**config.mk**
```make
export PLATFORM = sky130hd
export DESIGN_NAME = score_scan_display
export DESIGN_NICKNAME = d
export VERILOG_FILES = /design/src/rtl/score_scan_display_pkg.sv /design/src/rtl/score_scan_display_beep_stretcher.sv /design/src/rtl/score_scan_display.sv
export SDC_FILE = /design/constraint.sdc
export NUM_CORES = 1
export LEC_CHECK = 0
export CAP_MARGIN = 20
export CORE_UTILIZATION = 30
export CTS_CLUSTER_DIAMETER = 150
export CTS_CLUSTER_SIZE = 25
export DETAILED_ROUTE_END_ITERATION = 6
export GPL_ROUTABILITY_DRIVEN = 0
export SETUP_SLACK_MARGIN = 0.4
export SLEW_MARGIN = 20
export SYNTH_ARGS = -nofsm -noshare
export SYNTH_HDL_FRONTEND = slang
export SYNTH_HIERARCHICAL = 1
export SYNTH_SLANG_ARGS = --single-unit
```
**constraint.sdc**
```tcl
create_clock -name clk -period 2.7 [get_ports clk]
set_input_delay 0.54 -clock clk [delete_from_list [all_inputs] [get_ports clk]]
set_output_delay 0.54 -clock clk [all_outputs]
set_load 0.01 [all_outputs]
```
**src/rtl/score_scan_display_pkg.sv**
```systemverilog
// Segment encodings ({a,b,c,d,e,f,g}, 1 = lit) and the BCD decoder shared by the display.
// Pure combinational helpers: no latency and no flow control.
package score_disp_pkg;

   localparam logic [6:0] SEG_0    = 7'b1111110;
   localparam logic [6:0] SEG_1    = 7'b0110000;
   localparam logic [6:0] SEG_2    = 7'b1101101;
   localparam logic [6:0] SEG_3    = 7'b1111001;
   localparam logic [6:0] SEG_4    = 7'b0110011;
   localparam logic [6:0] SEG_5    = 7'b1011011;
   localparam logic [6:0] SEG_6    = 7'b1011111;
   localparam logic [6:0] SEG_7    = 7'b1110000;
   localparam logic [6:0] SEG_8    = 7'b1111111;
   localparam logic [6:0] SEG_9    = 7'b1111011;
   localparam logic [6:0] SEG_DASH = 7'b0000001;
   localparam logic [6:0] SEG_OFF  = 7'b0000000;

   function automatic logic [6:0] bcd_to_seg(input logic [3:0] bcd);
      case (bcd)
         4'd0:    return SEG_0;
         4'd1:    return SEG_1;
         4'd2:    return SEG_2;
         4'd3:    return SEG_3;
         4'd4:    return SEG_4;
         4'd5:    return SEG_5;
         4'd6:    return SEG_6;
         4'd7:    return SEG_7;
         4'd8:    return SEG_8;
         4'd9:    return SEG_9;
         default: return SEG_DASH;
      endcase
   endfunction

endpackage

```
**src/rtl/score_scan_display_beep_stretcher.sv**
```systemverilog
// Beep pulse stretcher: rising edge of beep starts a BEEP_CYCLES buzzer burst one cycle later,
// retriggerable, no backpressure; BEEP_TONE_EN adds a TONE_HALF square-wave gate on the burst.
module beep_stretcher #(
   parameter int BEEP_CYCLES = 5000000,
   parameter int TONE_HALF   = 12500
) (
   input  logic clk,
   input  logic rst_n,
   input  logic beep,
   output logic buzzer
);

   localparam int CW = $clog2(BEEP_CYCLES + 1);

   logic          beep_q;
   logic          rise;
   logic [CW-1:0] cnt;
   logic [CW-1:0] cnt_nxt;
   logic          buz_nxt;

   assign rise = beep & ~beep_q;

   always_comb begin
      cnt_nxt = cnt;
      if (rise)
         cnt_nxt = CW'(BEEP_CYCLES);
      else if (cnt != '0)
         cnt_nxt = cnt - 1'b1;
   end

   always_ff @(posedge clk or negedge rst_n) begin
      if (!rst_n) begin
         beep_q <= 1'b0;
         cnt    <= '0;
         buzzer <= 1'b0;
      end else begin
         beep_q <= beep;
         cnt    <= cnt_nxt;
         buzzer <= buz_nxt;
      end
   end

`ifdef BEEP_TONE_EN
   localparam int TW = (TONE_HALF > 1) ? $clog2(TONE_HALF) : 1;

   logic [TW-1:0] tdiv;
   logic [TW-1:0] tdiv_nxt;
   logic          tone;
   logic          tone_nxt;

   // Divider only advances on cycles already inside a burst, so every burst opens with a low half.
   always_comb begin
      tdiv_nxt = tdiv;
      tone_nxt = tone;
      if (cnt_nxt == '0) begin
         tdiv_nxt = '0;
         tone_nxt = 1'b0;
      end else if (cnt != '0) begin
         if (tdiv == TW'(TONE_HALF - 1)) begin
            tdiv_nxt = '0;
            tone_nxt = ~tone;
         end else begin
            tdiv_nxt = tdiv + 1'b1;
         end
      end
   end

   always_ff @(posedge clk or negedge rst_n) begin
      if (!rst_n) begin
         tdiv <= '0;
         tone <= 1'b0;
      end else begin
         tdiv <= tdiv_nxt;
         tone <= tone_nxt;
      end
   end

   assign buz_nxt = tone_nxt & (cnt_nxt != '0);
`else
   assign buz_nxt = (cnt_nxt != '0);
`endif

endmodule

```
**src/rtl/score_scan_display.sv**
```systemverilog
// N-digit multiplexed 7-seg driver with frame snapshot, guard, LZ blanking, blink and buzzer (BEEP_TONE_EN = tone).
// seg/common/buzzer registered one cycle behind the prescaler; free-running, no backpressure.
module score_scan_display
   import score_disp_pkg::*;
#(
   parameter int N_DIGITS     = 4,
   parameter int SCAN_DIV     = 50000,
   parameter int GUARD        = 64,
   parameter int BLINK_FRAMES = 64,
   parameter int BEEP_CYCLES  = 5000000,
   parameter int TONE_HALF    = 12500
) (
   input  logic                  clk,
   input  logic                  rst_n,
   input  logic [4*N_DIGITS-1:0] digits,
   input  logic                  blank_lz,
   input  logic [N_DIGITS-1:0]   blink_mask,
   input  logic                  beep,
   output logic [6:0]            seg,
   output logic [N_DIGITS-1:0]   common,
   output logic                  buzzer,
   output logic                  frame_tick
);

   localparam int PW = $clog2(SCAN_DIV);
   localparam int SW = $clog2(N_DIGITS);
   localparam int BW = (BLINK_FRAMES > 1) ? $clog2(BLINK_FRAMES) : 1;

   logic [PW-1:0]         presc;
   logic [SW-1:0]         slot;
   logic [4*N_DIGITS-1:0] snap_dig;
   logic [N_DIGITS-1:0]   snap_mask;
   logic [BW-1:0]         bcnt;
   logic                  hidden;
   logic                  presc_wrap;

   logic [3:0]            cur_dig;
   logic                  cur_blink;
   logic                  cur_lz;
   logic                  all_zero;
   logic [6:0]            seg_nxt;
   logic [N_DIGITS-1:0]   common_nxt;

   assign presc_wrap = (presc == PW'(SCAN_DIV - 1));
   assign frame_tick = presc_wrap && (slot == SW'(N_DIGITS - 1));

   always_ff @(posedge clk or negedge rst_n) begin
      if (!rst_n) begin
         presc     <= '0;
         slot      <= '0;
         snap_dig  <= '0;
         snap_mask <= '0;
         bcnt      <= '0;
         hidden    <= 1'b0;
         seg       <= SEG_OFF;
         common    <= '1;
      end else begin
         presc <= presc_wrap ? '0 : presc + 1'b1;
         if (presc_wrap)
            slot <= (slot == SW'(N_DIGITS - 1)) ? '0 : slot + 1'b1;
         // Inputs are only sampled at frame boundaries so a frame never mixes two scores.
         if (frame_tick) begin
            snap_dig  <= digits;
            snap_mask <= blink_mask;
            if (bcnt == BW'(BLINK_FRAMES - 1)) begin
               bcnt   <= '0;
               hidden <= ~hidden;
            end else begin
               bcnt <= bcnt + 1'b1;
            end
         end
         seg    <= seg_nxt;
         common <= common_nxt;
      end
   end

   always_comb begin
      cur_dig   = '0;
      cur_blink = 1'b0;
      cur_lz    = 1'b0;
      all_zero  = 1'b1;
      // Walk from the most significant digit so all_zero means "this and every higher digit is 0".
      for (int i = N_DIGITS - 1; i >= 0; i--) begin
         all_zero = all_zero && (snap_dig[4*i +: 4] == 4'd0);
         if (slot == SW'(i)) begin
            cur_dig   = snap_dig[4*i +: 4];
            cur_blink = snap_mask[i];
            cur_lz    = all_zero && (i != 0);
         end
      end

      seg_nxt = bcd_to_seg(cur_dig);
      if ((blank_lz && cur_lz) || (hidden && cur_blink))
         seg_nxt = SEG_OFF;

      common_nxt = '1;
      if (presc < PW'(GUARD))
         seg_nxt = SEG_OFF;
      else
         common_nxt[slot] = 1'b0;
   end

   beep_stretcher #(
      .BEEP_CYCLES (BEEP_CYCLES),
      .TONE_HALF   (TONE_HALF)
   ) u_beep (
      .clk    (clk),
      .rst_n  (rst_n),
      .beep   (beep),
      .buzzer (buzzer)
   );

endmodule

```
---- Word level (Yosys, flattened, before mapping) ----
Memories as Yosys holds them, arrays and structs flattened.
Index checks and enable logic that the tools add are counted.
operators by class
  add/subtract/negate cells ............... 4
  $lt $le $gt $ge ......................... 3
  equal/unequal tests ..................... 5
  multiplexer cells ....................... 22
  bitwise operators ....................... 4
  reductions and logical operators ........ 14
operators with widths
  operator                                                                        count
  23-bit two-way mux                                                              2
  23-bit nonzero test                                                             2
  23-bit by 1-bit subtractor with 23-bit output (second input constant)           1
  4-bit two-way mux                                                               5
  16-bit by 1-bit adder with 16-bit output (second input constant)                1
  16-bit == test (second input constant)                                          1
  16-bit by 7-bit less-than comparator with 1-bit output (second input constant)  1
  16-bit two-way mux                                                              1
  7-bit two-way mux                                                               2
  4-bit logical NOT                                                               3
  1-bit two-way mux                                                               9
  6-bit by 1-bit adder with 6-bit output (second input constant)                  1
  6-bit == test (second input constant)                                           1
  1-bit logical AND                                                               6
  6-bit two-way mux                                                               1
  2-bit == test (second input constant)                                           2
  4-bit NOT                                                                       1
  2-bit by 3-bit less-than comparator with 1-bit output (second input constant)   1
  2-bit by 1-bit adder with 2-bit output (second input constant)                  1
  1-bit demux with 2-bit select                                                   1
  2-bit by 1-bit == test with 1-bit output (second input constant)                1
  2-bit by 1-bit >= comparator with 1-bit output (second input constant)          1
  2-bit logical NOT                                                               1
  2-bit two-way mux                                                               1
  4 further kinds                                                                 5
word-level totals
  flip-flop bits (word level) ............. 81
  bits in read-only memories .............. 112
  bits of input ports ..................... 24
  word-level logic and storage cells ...... 64
  memories kept ........................... 1
memory list
  name             words  width  read ports  clocked after Yosys merged registers in  wr ports  line                          RTL
  (no name shown)  16     7      1           0                                        0         score_scan_display_pkg.sv:19  case (bcd)

---- Longest topological paths before layout ----
Gate-level depths: netlist of the first run.
  depth after elaboration ................. 9
  mapped depth ............................ 12

---- Hierarchy ----
Netlist of the first run, hierarchy kept.
modules (own cells, without submodules)
  module              times used  cells an instance  area an instance (sq um)  seq. area each (sq um)
  score_scan_display  1           300                2,812.7                   1,406.3
  beep_stretcher      1           148                1,410.1                   625.6

---- Worst setup path after synthesis of the first run ----
OpenSTA, ideal clock, no wires.
  path type ............................... reg-to-reg
  start ................................... register u_beep.cnt[0]
  end ..................................... register u_beep.buzzer
  library setup time ...................... 131 ps
  arrival ................................. 2,852 ps
  slack ................................... -283 ps
  cell stages (with the launch flop) ...... 10
  buffers on the path ..................... 0
  period minus slack after synthesis ...... 2,983 ps
  path through ............................ dfrtp_1 > inv_1 > ha_1 > or4b_2 > or2_2 > or3_4 > nand2_1 > a21oi_1 > or4_1 > or3_1
on the way
  word-level cells in the longest chain between the ends .. 4
RTL lines
  what                                                                                  line                                                                              RTL
  from (decl)                                                                           score_scan_display_beep_stretcher.sv:17                                           logic [CW-1:0] cnt;
  from (signal assigned)                                                                score_scan_display_beep_stretcher.sv:38                                           cnt <= cnt_nxt;
  23-bit by 1-bit subtractor with 23-bit output or 23-bit nonzero test (tied branches)  score_scan_display_beep_stretcher.sv:28, score_scan_display_beep_stretcher.sv:27
  23-bit two-way mux *                                                                  score_scan_display_beep_stretcher.sv:27                                           else if (cnt != '0)
  23-bit two-way mux *                                                                  score_scan_display_beep_stretcher.sv:25                                           if (rise)
  named net u_beep.cnt_nxt[5]                                                           score_scan_display_beep_stretcher.sv:18                                           logic [CW-1:0] cnt_nxt;
  23-bit nonzero test *                                                                 score_scan_display_beep_stretcher.sv:80                                           assign buz_nxt = (cnt_nxt != '0);
  named net u_beep.buz_nxt                                                              score_scan_display_beep_stretcher.sv:19                                           logic buz_nxt;
  to (signal assigned)                                                                  score_scan_display_beep_stretcher.sv:39                                           buzzer <= buz_nxt;
  to (decl)                                                                             score_scan_display_beep_stretcher.sv:10                                           output logic buzzer
The timed path passes the listed nets; every way through them passes the cells marked *.
A chain may end at the register's enable or synchronous reset.

---- Worst setup path after layout of the first run ----
Ends and elaborated chain as after synthesis.

==> flow_summary.json, run 1 <==
{
  "synth_cell_type_count": 64,
  "drive_gt1_share_pct": 28.3,
  "pwr-share-clk_pct": 44.3,
  "grt_pass1_vias": 3659,
  "min_period_ns": 2.89,
  "synth_area_um2": 4220,
  "drv_cap": 0,
  "post-place-ws_ns": -0.202,
  "ys_ff_latch": 81,
  "syn_inst": 448,
  "rsz0062_at_grt": "true",
  "switching_share_pct": 24.2,
  "placed_area_um2": 5130,
  "ir_drop_v": 0.000285,
  "cts_buffers": 9,
  "hold_viol": 0,
  "fin_area_um2": 5950,
  "clockBufferDepth": 2,
  "cts_tree": "built",
  "final.setup.tns_ns": -0.190,
  "p_seq_share_pct": 41.1,
  "status": "finished, violations left",
  "dp_hpwl_um": 7180,
  "hold_class": "in2async",
  "post-route-drc-count": 0,
  "viasPerCell": 4.98,
  "required_ns": 2.91,
  "power_density_nw_per_um2": 543,
  "crit_buf_inv": 3,
  "antenna-diode-count": 0,
  "slew-limit-headroom_pct": 64.1,
  "fmax_mhz": 346,
  "syn_nets": 485,
  "core_area_um2": 13500,
  "syn_area_per_cell_um2": 9.43,
  "cts_sinks": 81,
  "setup_violations": 1,
  "io_pins": 37,
  "path_common_cell": "buf_6",
  "antenna_left": 0,
  "dr.pass1.iters": 4,
  "root_buffer": "clkbuf_16",
  "clk_latency_ns": 0.34,
  "failed_checks": "setup timing",
  "synth_top_area_share_pct": 45.6,
  "grt_usage_pct": 14.8,
  "synth_top_flop_cell": "dfrtp_1",
  "p_leak_nw": 2.54,
  "fin_crit_sh_pct": 107,
  "cp_slowest_cell": "or4_4",
  "finalNetCount": 597,
  "end_kind": "flip-flop",
  "tightest_slew_ns": 0.533,
  "power.switching_mw": 0.782,
  "ys_seq_area_share_pct": 48.1,
  "die_w_um": 121,
  "synth_area_leaders": "dfrtp_1 46%, nand2_1 9.2%, ha_1 3.9%",
  "yosysTopAreaCell": "dfrtp_1",
  "setup_slack_ns": -0.190,
  "p_int_mw": 2.45,
  "htree_num_levels": 3,
  "antenna_found_initial": 0,
  "die-area_um2": 14600,
  "path_clk_slew_ns": 0.06,
  "synth.yosys.warnings": 6,
  "cp_max_fo": 3,
  "async_flop_share_pct": 100,
  "area_growth_pct": 40.9,
  "slew_violations": 0,
  "grt_max_degree": 43,
  "port-buffer-count": 36,
  "fin_util_pct": 44.0,
  "gr-total-overflow": 0,
  "arrival_ns": 3.10,
  "grt_pass1_wl_um": 17200,
  "chipHeight_um": 121,
  "totalWireLength_um": 10700,
  "worstPathCellList": "inv_2 -> ha_4 -> or4b_4 -> or2_4 -> buf_6 -> nor3_4 -> buf_6 -> o21ai_4 -> or4_4 -> or3_1",
  "worst_setup_path_start_kind": "flip-flop",
  "slowest_delay_ns": 0.53,
  "hold_ws_ns": 0.179,
  "num_vias": 3689,
  "final.setup_skew_ns": 0.00913,
  "initial_core_util_pct": 31.3,
  "drt_iter0_markers": 195,
  "synth_edf_count": 0,
  "p_comb_share_pct": 14.6,
  "crit_family": "simple AND/OR/NAND/NOR gates",
  "placement_rows": 42,
  "wl_per_cell_um": 14.4,
  "timing_worst_setup_path_type": "reg2reg"
}
[per-layer routing]
layer / routed length [µm] / part of all wire [%] / track usage (%) / vias to the layer above
met2: 5380 / 50 / 24.5 / 72
met1: 4740 / 44 / 19.2 / 1801
li1: - / - / - / 1799
met5: 0 / 0 / 0 / -
met4: 203 / 1.9 / 4.01 / 0
met3: 375 / 3.5 / 3.58 / 17
[per-stage QoR]
stage,cells,total power [mW]
after floorplan,448,1.53
after CTS,722,3.20
after global routing,741,3.36
after detailed placement,696,1.72
after global placement,696,1.72
final,741,3.23
[area by class of cell]
| class | count | area [µm²] |
|---|---|---|
| clock inverters | 6 | 114 |
| fillers | 1248 | 7560 |
| inverters | 11 | 41.3 |
| clock buffers | 10 | 239 |
| flip-flops and latches | 81 | 2030 |
| repair buffers | 118 | 1020 |
| well taps | 176 | 220 |
| multi-input cells | 339 | 2280 |
[cell usage after synthesis, types with 6 or more instances]
master / count
nand4_1: 11
nor4_1: 10
or3_1: 7
or4_1: 6
o21ai_0: 7
xnor2_1: 12
nand2_1: 103
xor2_1: 17
o211ai_1: 6
a21oi_1: 14
buf_2: 7
ha_1: 13
dfrtp_1: 77
nand3_1: 15
and3_1: 6
inv_1: 11
nor2_1: 35
[kinds of logic after synthesis]
logic type | count (synthesis) | share of synthesized area [%]
adder cells (fa/ha/maj) | 13 | 3.85
AND/OR/NAND/NOR | 238 | 28.6
multiplexers | 1 | 0.237
XOR/XNOR | 29 | 6.01
AO/OA/AOI/OAI | 58 | 9.72
buffers and inverters | 28 | 3.44
flip-flops | 81 | 48.1
[power by group through the flow]
stage                     Combinational, mW  Sequential, mW  Clock (mW)
after floorplan                       0.194            1.33           0
after global placement                0.376            1.34           0
after detailed placement              0.377            1.34           0
after CTS                             0.420            1.32        1.46
after global routing                  0.517            1.34        1.51
final                                 0.471            1.33        1.43
[cell usage in the layout (no fill, tap or decap), types with 5 or more instances in the layout]
cell	n
nand2_1	102
dfrtp_1	76
buf_4	74
clkdlybuf4s50_1	34
nor2_1	32
xor2_1	16
nand3_1	14
a21oi_1	12
nand4_1	11
xnor2_1	11
clkbuf_16	9
buf_6	9
ha_1	8
inv_1	7
o21ai_0	7
nor4_1	7
o211ai_1	6
and3_1	6
nand2b_1	5
o31ai_1	5
or3_1	5
[what timing repair did]
action	4_1_cts	5_1_grt
resized for setup	26	31
hold buffers	0	0
setup buffers	10	19
endpoints found under the setup margin	15	29
pin swaps	13	27
[worst register-to-register path, delay by kind of cell (launching register included)]
family	cells	cell delay [ns]
flip-flops	1	0.38
AO/OA/AOI/OAI	1	0.05
buffers and inverters	3	0.37
AND/OR/NAND/NOR	5	1.84
adder cells (fa/ha/maj)	1	0.13
[final timing paths]
path | start | to | slack [ns] | depth (start not counted)
setup reg to reg | u_beep/cnt[0] | u_beep/buzzer | -0.19 | 10
min in group clk | snap_dig[2] | snap_dig[2] | 0.47 | 2
setup / recovery | u_beep/cnt[0] | u_beep/buzzer | -0.19 | 10
hold reg to reg | snap_dig[2] | snap_dig[2] | 0.47 | 2
max in group asynchronous | rst_n | presc[0] | 1.89 | 2
hold / removal | rst_n | seg[2] | 0.18 | 1
[sequential cells by signal (all words and copies together), names as in the netlist]
signal / flops
bcnt: 6
common: 4
hidden: 1
presc: 16
seg: 7
slot: 2
snap_dig: 16
snap_mask: 4
u_beep/beep_q: 1
u_beep/buzzer: 1
u_beep/cnt: 23
Note: power is estimated with default switching activity, not from simulation.
==> run 2: changes to the inputs <==
clock period = 3.1 ns   (was 2.7 ns; I/O delays follow)
==> run 2 against run 1 <==
Net effect: highest routed layer unchanged; worst hold slack improved by 0.14 ns; sequential cell count did not move; cell area shrank 13%; first-iteration DRC count rose by 46%; largest cell class unchanged; critical path type unchanged; critical endpoint unchanged; the run now ends clean; cell count fell by 8.8%.
==> flow_summary.json, run 2 (synthesis gave the netlist of run 1 again) <==
{
  "status": "complete, no violations",
  "hold_class": "in2async",
  "cts_buffers": 9,
  "worst_setup_path_start_kind": "flip-flop",
  "p_seq_share_pct": 46.4,
  "p_int_mw": 1.89,
  "end_kind": "flip-flop",
  "final.setup_skew_ns": 0.00514,
  "tightest_slew_ns": 0.955,
  "r2r-end": "u_beep/buzzer",
  "power_density_nw_per_um2": 479,
  "fin_crit_sh_pct": 91.5,
  "path_clk_slew_ns": 0.06,
  "totalWireLength_um": 9310,
  "gr-total-overflow": 0,
  "cts_sinks": 81,
  "core_area_um2": 13500,
  "p_comb_share_pct": 12.1,
  "port-buffer-count": 36,
  "slew_violations": 0,
  "arrival_ns": 3.04,
  "p_leak_nw": 2.12,
  "finalNetCount": 532,
  "grt_usage_pct": 13.5,
  "placement_rows": 42,
  "power.switching_mw": 0.603,
  "cp_max_fo": 4,
  "clk_latency_ns": 0.33,
  "fmax_mhz": 353,
  "power_mw": 2.49,
  "drt_iter0_markers": 284,
  "antenna_left": 0,
  "timing.critical_path.to": "u_beep/buzzer",
  "min_period_ns": 2.84,
  "area_growth_pct": 23.1,
  "final_cell_mix": "103 x nand2_1, 77 x dfrtp_1, 34 x clkdlybuf4s50_1",
  "initial_core_util_pct": 31.3,
  "top_regs": "u_beep/cnt: 23 flops, presc: 16 flops, snap_dig: 16 flops",
  "io_pins": 37,
  "wl_per_cell_um": 13.8,
  "worstReg2RegStart": "u_beep/cnt[1]",
  "final.setup.tns_ns": 0,
  "clockBufferDepth": 2,
  "regMostFlops": "u_beep/cnt",
  "die-area_um2": 14600,
  "switching_share_pct": 24.2,
  "htree_num_levels": 3,
  "die_w_um": 121,
  "setup.worst_path.start": "u_beep/cnt[1]",
  "grt_pass1_vias": 3404,
  "ctsHoldBuffers": 0,
  "required_ns": 3.30,
  "chipHeight_um": 121,
  "num_vias": 3365,
  "drive_gt1_share_pct": 13.0,
  "grt_pass1_wl_um": 15800,
  "fin_util_pct": 38.5,
  "largest_reg_flops": 23,
  "dp_hpwl_um": 6580,
  "timing_worst_setup_path_type": "reg2reg",
  "ff2ff_path_depth": 9,
  "hold_viol": 0,
  "instances_no_fill": 676,
  "root_buffer": "clkbuf_16",
  "reg2reg_slack_ns": 0.26,
  "setup_violations": 0,
  "cts_tree": "built",
  "final_common_cell": "nand2_1",
  "antenna_found_initial": 0,
  "dr.pass1.iters": 5,
  "grt_max_degree": 82,
  "viasPerCell": 4.98,
  "drv_cap": 0,
  "rsz0062_at_grt": "true",
  "post-route-drc-count": 0,
  "slew-limit-headroom_pct": 35.8,
  "ir_drop_v": 0.000332,
  "fin_area_um2": 5200,
  "placed_area_um2": 4800,
  "antenna-diode-count": 0,
  "pwr-share-clk_pct": 41.4,
  "place_inst": 653
}
==> run 2: cell types whose count changed in the layout (fill, tap and decap cells not counted), sizes merged <==
cell / before / now
inv: 12 / 11
dlygate4sd2: 0 / 1
clkinv: 0 / 2
clkbuf: 10 / 13
buf: 84 / 18
clkinvlp: 2 / 0
bufinv: 3 / 1
==> run 2: area by class of cell <==
cell class              instances  area (µm²)
clock buffers                  13         250
flip-flops and latches         81        2030
multi-input cells             339        2130
clock inverters                 3        40.0
well taps                     176         220
fillers                      1293        8310
inverters                      11        41.3
repair buffers                 53         488
==> run 2: per-stage QoR <==
step	setup WS [ns]	hold WS, ns
global placement	0.215	0.447
global route	0.148	0.394
detailed placement	0.214	0.462
floorplan	0.335	0.324
CTS	0.310	0.477
finish	0.263	0.321
==> run 2: power by group through the flow <==
stage	registers, mW	clock network, mW	logic, mW
after floorplan	1.16	0	0.169
after global placement	1.17	0	0.257
after detailed placement	1.17	0	0.257
after CTS	1.15	1.06	0.296
after global routing	1.16	1.11	0.336
final	1.16	1.03	0.302
==> run 2: timing repair <==
action                     4_1_cts  5_1_grt
resized for setup                9        4
pin swaps                        4        0
setup buffers                    7        0
setup endpoints to repair        2        2
==> run 2: worst min path at each step <==
stage	start	endpoint	slack [ns]	cells past startpoint
global placement	snap_dig[1]	snap_dig[1]	0.45	2
global route	rst_n	seg[6]	0.39	1
CTS	bcnt[5]	bcnt[5]	0.48	1
floorplan	rst_n	bcnt[0]	0.32	0
finish	rst_n	seg[1]	0.32	1
detailed placement	bcnt[5]	bcnt[5]	0.46	1
==> run 2: critical path, stage by stage, from the launching register on <==
cell and delay, ns:
dfrtp_1 0.39, inv_2 0.09, ha_4 0.13, or4b_4 0.47
or2_4 0.28, o311ai_4 0.27, xor2_1 0.16, nor2_1 0.06
or4_1 0.53, or3_1 0.32
==> run 2: layer usage <==
layer  vias to the layer above  global-route usage (%)  wire length (µm)
li1                       1664                       -                 -
met1                      1621                    17.2              4360
met2                        71                    22.7              4530
met3                         9                    2.88               329
met4                         0                    4.17                93
met5                         -                       0                 0
==> run 3: changes to the inputs <==
GPL_ROUTABILITY_DRIVEN = default   (was 0)
SLEW_MARGIN = default   (was 20)
==> run 3 against run 2 <==
Net effect: global-route usage is the same; clock power barely moved; total power up 0.26%; cell area is 0.46% higher; clock-buffer cell count unchanged; die area unchanged; cell count grew 0.15%; critical path depth unchanged; via count up 0.24%; highest routed layer unchanged.
==> flow_summary.json, run 3 (synthesis gave the netlist of run 1 again) <==
{
  "status": "complete, no violations",
  "crit_family": "simple AND/OR/NAND/NOR gates",
  "ff2ff_path_depth": 9,
  "fin_crit_sh_pct": 91.5,
  "timing_worst_setup_path_type": "reg2reg",
  "p_leak_nw": 2.13,
  "chipHeight_um": 121,
  "final_cell_mix": "103 x nand2_1, 77 x dfrtp_1, 34 x clkdlybuf4s50_1",
  "top_regs": "u_beep/cnt: 23 flops, presc: 16 flops, snap_dig: 16 flops",
  "grt_usage_pct": 13.5,
  "use_met1_pct": 17.2,
  "r2r-end": "u_beep/buzzer",
  "worstReg2RegStart": "u_beep/cnt[1]",
  "dp_hpwl_um": 6580,
  "cts_tree": "built",
  "drive_gt1_share_pct": 13.2,
  "clk_latency_ns": 0.33,
  "crit_buf_inv": 1,
  "gr-total-overflow": 0,
  "worst_setup_path_start_kind": "flip-flop",
  "initial_core_util_pct": 31.3,
  "cp_slowest_cell": "or4_1",
  "pwr-share-clk_pct": 41.4,
  "power.switching_mw": 0.606,
  "placement_rows": 42,
  "num_vias": 3373,
  "wl_per_cell_um": 13.8,
  "area_growth_pct": 23.7,
  "instances_no_fill": 677,
  "required_ns": 3.30,
  "hold_class": "in2async",
  "regMostFlops": "u_beep/cnt",
  "drt_iter0_markers": 252,
  "slowest_delay_ns": 0.53,
  "met2_usage_pct": 22.7,
  "reg2reg_slack_ns": 0.26,
  "switching_share_pct": 24.3,
  "io_pins": 37,
  "setup_violations": 0,
  "arrival_ns": 3.04,
  "worstPathCellList": "inv_2 -> ha_4 -> or4b_4 -> or2_4 -> o311ai_4 -> xor2_1 -> nor2_1 -> or4_1 -> or3_1",
  "grt_max_degree": 82,
  "finalNetCount": 533,
  "cp_max_fo": 4,
  "place_inst": 653,
  "cts_buffers": 9,
  "root_buffer": "clkbuf_16",
  "p_seq_share_pct": 46.3,
  "path_depth": 9,
  "final.setup.tns_ns": 0,
  "die_w_um": 121,
  "hold_viol": 0,
  "grt_pass1_wl_um": 15800,
  "tightest_slew_ns": 0.984,
  "cts_sinks": 81,
  "port-buffer-count": 36,
  "place.gp.congestion": 0.887,
  "grt_pass1_vias": 3404,
  "drv_cap": 0,
  "post-route-drc-count": 0,
  "placed_area_um2": 4800,
  "fmax_mhz": 353,
  "grt-busiest-layer": "met2",
  "slew_violations": 0,
  "viasPerCell": 4.98,
  "die-area_um2": 14600,
  "hold_ws_ns": 0.117,
  "antenna_left": 0,
  "antenna-diode-count": 0,
  "p_int_mw": 1.89,
  "clockBufferDepth": 2,
  "antenna_found_initial": 0,
  "fin_area_um2": 5220,
  "largest_reg_flops": 23,
  "fin_util_pct": 38.7,
  "final_common_cell": "nand2_1",
  "dr.pass1.iters": 4,
  "htree_num_levels": 3,
  "p_comb_share_pct": 12.3,
  "ir_drop_v": 0.000334,
  "final.setup_skew_ns": 0.00503,
  "min_period_ns": 2.84,
  "totalWireLength_um": 9320,
  "rsz0062_at_grt": "true",
  "power_density_nw_per_um2": 478,
  "slew-limit-headroom_pct": 33.8,
  "core_area_um2": 13500,
  "path_clk_slew_ns": 0.06,
  "end_kind": "flip-flop",
  "grtUsageMet3_pct": 2.88
}
-- run 3: cell count changes in the layout (fill, tap and decap cells not counted), sizes merged --
cell  previous run  this run
buf             18        19
-- run 3: worst register-to-register path, delay by kind of cell, from the launching register on --
| family | cells | cell delay, ns |
|---|---|---|
| xor+xnor | 1 | 0.16 |
| buf+inv | 1 | 0.09 |
| compound gates | 1 | 0.27 |
| flops | 1 | 0.39 |
| simple gates | 5 | 1.66 |
| fa+ha+maj | 1 | 0.13 |
-- run 3: area by class of cell --
class | count | area [µm²]
Multi-Input combinational cell | 339 | 2130
Sequential cell | 81 | 2030
Timing Repair Buffer | 54 | 512
Fill cell | 1291 | 8280
Clock inverter | 3 | 40.0
Inverter | 11 | 41.3
Tap cell | 176 | 220
Clock buffer | 13 | 250
-- run 3: worst max-delay path by stage --
stage | to | start | slack [ns]
floorplan | u_beep/buzzer | u_beep/cnt[13] | 0.33
detailed placement | u_beep/buzzer | u_beep/cnt[0] | 0.21
finish | u_beep/buzzer | u_beep/cnt[1] | 0.26
CTS | u_beep/buzzer | u_beep/cnt[1] | 0.31
global placement | u_beep/buzzer | u_beep/cnt[0] | 0.22
global route | u_beep/buzzer | u_beep/cnt[1] | 0.15
-- run 3: power by group through the flow --
stage / registers (mW) / clock network, mW / logic (mW)
4_1_cts: 1.15 / 1.06 / 0.296
2_1_floorplan: 1.16 / 0 / 0.169
3_5_place_dp: 1.17 / 0 / 0.257
3_3_place_gp: 1.17 / 0 / 0.257
5_1_grt: 1.16 / 1.11 / 0.340
6_report: 1.16 / 1.03 / 0.307
-- run 3: timing repair --
| action | in CTS | in global routing |
|---|---|---|
| setup endpoints to repair | 2 | 2 |
| setup buffers | 7 | 0 |
| endpoints found under the hold margin | 0 | 0 |
| gates resized for setup | 9 | 4 |
| hold buffers | 0 | 0 |
| pin swaps | 4 | 0 |
-- run 3: metrics by stage --
| stage | total power [mW] | setup slack, ns |
|---|---|---|
| after floorplan | 1.33 | 0.335 |
| after global placement | 1.43 | 0.215 |
| after detailed placement | 1.43 | 0.214 |
| after CTS | 2.50 | 0.310 |
| after global routing | 2.61 | 0.148 |
| final | 2.50 | 0.263 |
-- run 3: per-layer routing --
metal	vias up	share of wire, %
met2	69	49
met4	0	0.87
li1	1667	-
met1	1632	47
met3	5	3.5
met5	-	0
